[config.mk]
export PLATFORM = sky130hd
export DESIGN_NAME = qpi_mi_arb
export DESIGN_NICKNAME = d
export VERILOG_FILES = /design/src/rtl/qpi_mi_arb.sv
export SDC_FILE = /design/constraint.sdc
export NUM_CORES = 1
export LEC_CHECK = 0
export ABC_CLOCK_PERIOD_IN_PS = 3100
export BUFFER_PORTS_ARGS = -buffer_cell sky130_fd_sc_hd__clkbuf_2
export CORE_AREA = 2 2 119 121
export CTS_CLUSTER_DIAMETER = 100
export CTS_CLUSTER_SIZE = 20
export DETAILED_ROUTE_END_ITERATION = 16
export DIE_AREA = 0 0 121 123
export PLACE_DENSITY = 0.5
export SKIP_LAST_GASP = 1
export SLEW_MARGIN = 25
export SYNTH_ARGS = -nofsm -noshare
export SYNTH_HDL_FRONTEND = slang
export SYNTH_SLANG_ARGS = --single-unit
[constraint.sdc]
create_clock -name clk -period 3.1 [get_ports clk]
set_input_delay 0.31 -clock clk [delete_from_list [all_inputs] [get_ports clk]]
set_output_delay 0.31 -clock clk [all_outputs]
set_load 0.1 [all_outputs]
[src/rtl/qpi_mi_arb.sv]
// Round-robin arbiter sharing one QPI memory-controller command/data port between N requesters.
// One transaction in flight: owner holds the port from command accept until its last data beat.
module qpi_mi_arb #(
    parameter int N       = 2,
    parameter int AW      = 32,
    parameter int TIMEOUT = 0
) (
    input  logic            clk,
    input  logic            rst,
    input  logic [N*AW-1:0] s_addr,
    input  logic [N*7-1:0]  s_len,
    input  logic [N-1:0]    s_rw,
    input  logic [N-1:0]    s_valid,
    output logic [N-1:0]    s_ready,
    input  logic [N*32-1:0] s_wdata,
    output logic [N-1:0]    s_wack,
    output logic [N-1:0]    s_wlast,
    output logic [31:0]     s_rdata,
    output logic [N-1:0]    s_rstb,
    output logic [N-1:0]    s_rlast,
    output logic [AW-1:0]   m_addr,
    output logic [6:0]      m_len,
    output logic            m_rw,
    output logic            m_valid,
    input  logic            m_ready,
    output logic [31:0]     m_wdata,
    input  logic            m_wack,
    input  logic            m_wlast,
    input  logic [31:0]     m_rdata,
    input  logic            m_rstb,
    input  logic            m_rlast,
    output logic [2:0]      owner,
    output logic            busy,
    output logic            err_stb
);
    localparam int IW = $clog2(N);

    typedef enum logic [1:0] {IDLE, CMD, DATA} state_t;

    state_t         st;
    logic [IW-1:0]  own;
    logic [IW-1:0]  rr;
    logic           rw_q;
    logic [7:0]     cnt;
    logic [15:0]    tcnt;

    logic [AW-1:0]  addr_a  [N];
    logic [6:0]     len_a   [N];
    logic [31:0]    wdata_a [N];

    for (genvar i = 0; i < N; i++) begin : g_unpack
        assign addr_a[i]  = s_addr[i*AW +: AW];
        assign len_a[i]   = s_len[i*7 +: 7];
        assign wdata_a[i] = s_wdata[i*32 +: 32];
    end

    // Next owner: first requester at or after rr+1, wrapping; lowest distance wins.
    logic [IW-1:0] pick;
    logic [IW:0]   idx;
    always_comb begin
        pick = rr;
        idx  = '0;
        for (int k = N; k >= 1; k--) begin
            idx = {1'b0, rr} + (IW+1)'(k);
            if (idx >= (IW+1)'(N))
                idx = idx - (IW+1)'(N);
            if (s_valid[idx[IW-1:0]])
                pick = idx[IW-1:0];
        end
    end

    logic beat;
    logic last;
    assign beat = (st == DATA) && (rw_q ? m_rstb : m_wack);
    assign last = beat && (rw_q ? m_rlast : m_wlast);

    always_comb begin
        m_valid = (st == CMD) && s_valid[own];
        m_addr  = (st == CMD) ? addr_a[own] : '0;
        m_len   = (st == CMD) ? len_a[own] : '0;
        m_rw    = (st == CMD) ? s_rw[own] : 1'b0;
        m_wdata = (st == DATA) ? wdata_a[own] : '0;
        s_rdata = m_rdata;
        s_ready = '0;
        s_wack  = '0;
        s_wlast = '0;
        s_rstb  = '0;
        s_rlast = '0;
        for (int i = 0; i < N; i++) begin
            if (own == IW'(i)) begin
                s_ready[i] = m_valid && m_ready;
                s_wack[i]  = (st == DATA) && m_wack;
                s_wlast[i] = (st == DATA) && m_wlast;
                s_rstb[i]  = (st == DATA) && m_rstb;
                s_rlast[i] = (st == DATA) && m_rlast;
            end
        end
    end

    assign owner = 3'(own);
    assign busy  = (st != IDLE);

    always_ff @(posedge clk) begin
        if (rst) begin
            st      <= IDLE;
            own     <= IW'(N-1);
            rr      <= IW'(N-1);
            rw_q    <= 1'b0;
            cnt     <= '0;
            tcnt    <= '0;
            err_stb <= 1'b0;
        end else begin
            err_stb <= 1'b0;
            case (st)
                IDLE: begin
                    if (|s_valid) begin
                        own <= pick;
                        st  <= CMD;
                    end
                end
                CMD: begin
                    if (m_valid && m_ready) begin
                        st   <= DATA;
                        rw_q <= s_rw[own];
                        cnt  <= 8'(len_a[own]) + 8'd1;
                        tcnt <= '0;
                    end else if (!s_valid[own]) begin
                        // Requester withdrew before accept: abort, keep its priority.
                        st      <= IDLE;
                        err_stb <= 1'b1;
                    end
                end
                DATA: begin
                    if (beat) begin
                        cnt  <= (cnt != 8'd0) ? cnt - 8'd1 : 8'd0;
                        tcnt <= '0;
                        if ((last && cnt != 8'd1) || (!last && cnt <= 8'd1))
                            err_stb <= 1'b1;
                    end else begin
                        tcnt <= tcnt + 16'd1;
                    end
                    if (last) begin
                        st <= IDLE;
                        rr <= own;
                    end else if (TIMEOUT > 0 && !beat && tcnt == 16'(TIMEOUT-1)) begin
                        st      <= IDLE;
                        rr      <= own;
                        err_stb <= 1'b1;
                    end
                end
                default: st <= IDLE;
            endcase
        end
    end
endmodule
==> out/metrics.csv <==
stage;metric;value;unit
die;start_util;18.9;%
setup_path;regToRegStartpoint;own$_SDFFE_PP1P_;
finish;nFillCells;1489;
logic_synthesis;syn_area;2570;um^2
sta;max_freq;385;MHz
detailed_routing;route.detailed.drc;0;
clock_network;path_clk_slew;50;ps
die;die_w;121;um
die;io_pins;305;
setup_path;r2r_slack;800;ps
logic_synthesis;ys_warn_count;0;
logic_synthesis;synthArstFlopShare;0;%
setup_path;cp-end-kind;output pin;
detailed_routing;drtAntennaViolNets;0;
global_route;grt_usage;13.9;%
detailed_routing;vias;3155;
logic_synthesis;avgSynthCellArea;7.43;um^2
finish;area_growth;48.5;%
global_route;grt-ovfl-total;0;
sta;slew_headroom;34.4;%
die;die_y;123;um
detailed_routing;dr.pass1.iters;4;
sta;finalHoldViolations;0;
logic_synthesis;synth_cell_types;44;
setup_path;startpoint;st[1]$_SDFFE_PP0P_;
logic_synthesis;ys_seq_area_share;10.9;%
clock_network;cts_setup_buffers;0;
finish;fin_util;28.1;%
setup_path;critPathMaxFanout;27;
clock_network;cts-root-buf;clkbuf_16;
pwr;ir_drop;0.266;mV
setup_path;crit_family;buffers and inverters;
logic_synthesis;synth_top_area_share;28.8;%
clock_network;cts_sinks;14;
finish;ff_latch_area;284;um^2
finish;antenna_cells;0;
sta;final.setup.tns;0;ps
global_route;antenna_found_initial;0;
setup_path;startpoint_type;flip-flop;
global_route;grt_max_degree;49;
detailed_routing;vias_per_cell;4.40;
clock_network;cts_buffer_depth;2;
logic_synthesis;synth_edf_count;0;
detailed_routing;drtIter0Drc;96;
clock_network;h-tree-depth;1;
clock_network;cts_tree;built;
setup_path;path_buf_inv;4;
sta;rsz0062_at_grt;false;
setup_path;arrival;2290;ps
finish;drive_gt1_share;47.9;%
die;rows;43;
logic_synthesis;ys_ff_latch;14;
sta;final.period_utilization;83.7;%
logic_synthesis;synthCells;346;
setup_path;slowest_delay;510;ps
logic_synthesis;ys.flop_type;dfxtp_1;
setup_path;slowest_stage;ha_1;
clock_network;numCtsBuffers;3;
clock_network;cts_resized;0;
detailed_routing;wl_per_cell;15.6;um
setup_path;crit_top_cell;inv_1;
logic_synthesis;synth.area.top_cells;mux2i_1 29%, dfxtp_1 11%, buf_4 11%;
sta;tightest_slew;973;ps
setup_path;critPathKind;reg2out;
clock_network;cts_hold_buf;0;
setup_path;critPathRequiredTime;2790;ps
global_route;grt_pass1_wl;16.1;mm
setup_path;crit_end;m_valid;
die;core;13600;um^2
place;port_buffers;238;
place;place_hpwl;9.52;mm
pwr;leakage;0.00228;uW
global_route;grt_pass1_vias;2999;
sta;fin_crit;2600;ps
logic_synthesis;synth_top_area_cell;mux2i_1;
status;status;finished clean;
sta;setup_viol;0;
place;gp_congestion;0.906;
clock_network;clock_latency;240;ps
die;dieArea;14900;um^2
flow_run;cap_violations;0;
setup_path;r2r_end;cnt[4]$_SDFFE_PP0P_;
sta;fin_worst_skew;1.35;ps
pwr;p_per_area;509;nW/um^2
setup_path;path_depth;6;
sta;setup_ws;505;ps
detailed_routing;wirelength;11.2;mm
finish;multi_input_area;1890;um^2
sta;slew_viol_final;0;
place;place_ws;724;ps
finish;nets;730;
worst_hold_path;hold_path_class;in2reg;
setup_path;worst_r2r_path_depth;6;
setup_path;crit_chain;inv_1 > ha_1 > buf_4 > nand2b_1 > inv_1 > clkbuf_2;
==> worst reg2reg max path: stages (launching register included) <==
cell	delay (ps)
dfxtp_4	810
mux2i_1	220
o21ai_1	170
o211ai_1	280
buf_4	270
or3_1	350
a31oi_1	120
==> cell families (layout without fill, tap and decap cells) <==
group / Yosys count / after routing / share of synthesized area (%)
mux: 76 / 76 / 29.7
simple gates: 133 / 133 / 27.2
flops: 14 / 14 / 10.9
xor+xnor: 5 / 5 / 1.70
compound gates: 41 / 41 / 11.1
other cells: 1 / 2 / 0.146
buf+inv: 69 / 259 / 15.9
fa+ha+maj: 7 / 7 / 3.41
==> per-layer routing <==
| metal | global-route usage, % | share of wire [%] | up-vias |
|---|---|---|---|
| met3 | 3.64 | 8.3 | 10 |
| met4 | 2.40 | 1.0 | 0 |
| li1 | - | - | 1555 |
| met5 | 0 | 0 | - |
| met1 | 16.7 | 40 | 1429 |
| met2 | 25.1 | 51 | 161 |
==> final cells by class <==
class,instances,share of cell area (%)
flip-flops and latches,14,7.44
multi-input cells,264,49.5
well taps,180,5.90
clock buffers,4,2.06
inverters,12,1.18
repair buffers,243,33.9
==> power by group <==
part / total [uW] / switching (uW) / internal, uW
Combinational: 1440 / 1070 / 367
Sequential: 253 / 51.3 / 202
Clock: 252 / 78.0 / 174
Total: 1940 / 1200 / 743
==> placed cells by master, fill, tap and decap left out, types with 3 or more instances in the layout <==
| cell | n |
|---|---|
| a211oi_1 | 3 |
| a21oi_1 | 9 |
| a22oi_1 | 3 |
| a31oi_1 | 4 |
| and2_1 | 5 |
| and3_1 | 5 |
| buf_12 | 4 |
| buf_4 | 8 |
| clkbuf_16 | 3 |
| clkbuf_2 | 231 |
| dfxtp_1 | 13 |
| ha_1 | 7 |
| inv_1 | 12 |
| mux2i_1 | 74 |
| nand2_1 | 12 |
| nand2b_1 | 3 |
| nand3_1 | 4 |
| nand4_1 | 3 |
| nand4b_1 | 3 |
| nor2_1 | 43 |
| nor2b_1 | 38 |
| nor3_1 | 5 |
| o21ai_0 | 3 |
| o21ai_1 | 4 |
| o32ai_1 | 3 |
| or2_2 | 4 |
| xnor2_1 | 4 |
==> synth_stat cells, types with 2 or more instances <==
| master | n |
|---|---|
| a211oi_1 | 3 |
| a21oi_1 | 9 |
| a22oi_1 | 3 |
| a31oi_1 | 4 |
| a32oi_1 | 2 |
| and2_1 | 5 |
| and3_1 | 5 |
| buf_2 | 11 |
| buf_4 | 36 |
| clkbuf_1 | 10 |
| dfxtp_1 | 14 |
| ha_1 | 7 |
| inv_1 | 12 |
| mux2_2 | 2 |
| mux2i_1 | 74 |
| nand2_1 | 12 |
| nand2b_1 | 3 |
| nand3_1 | 4 |
| nand3b_1 | 2 |
| nand4_1 | 3 |
| nand4b_1 | 3 |
| nor2_1 | 44 |
| nor2b_1 | 38 |
| nor3_1 | 5 |
| o21ai_0 | 3 |
| o21ai_1 | 4 |
| o22ai_1 | 2 |
| o32ai_1 | 3 |
| or2_2 | 4 |
| or3_1 | 2 |
| xnor2_1 | 4 |
==> how the worst min path moves through the flow <==
stage                        start             endpoint  slack [ps]  cells past startpoint
2_1_floorplan                  rst      rr$_SDFFE_PP1P_         420                      1
3_3_place_gp   cnt[6]$_SDFFE_PP0P_  cnt[6]$_SDFFE_PP0P_         500                      2
3_5_place_dp   cnt[6]$_SDFFE_PP0P_  cnt[6]$_SDFFE_PP0P_         490                      2
4_1_cts                    m_ready   st[1]$_SDFFE_PP0P_         430                      3
5_1_grt                    m_ready   st[1]$_SDFFE_PP0P_         450                      3
6_report                   m_ready   st[1]$_SDFFE_PP0P_         430                      3
==> metrics by stage <==
step / cell area, um^2 / std cells / total power [uW] / hold slack (ps)
after global routing: 3820 / 717 / 2040 / 445
after floorplan: 2580 / 347 / 1600 / 416
final: 3820 / 717 / 1940 / 429
after detailed placement: 3740 / 713 / 1700 / 493
after CTS: 3820 / 717 / 1960 / 434
after global placement: 3740 / 713 / 1690 / 504
==> flip-flops by register name (all words and copies together) (netlist names) <==
name	flops
err_stb	1
own	1
cnt	8
st	2
rr	1
rw_q	1
No activity file was read; power rests on OpenSTA's default activity.
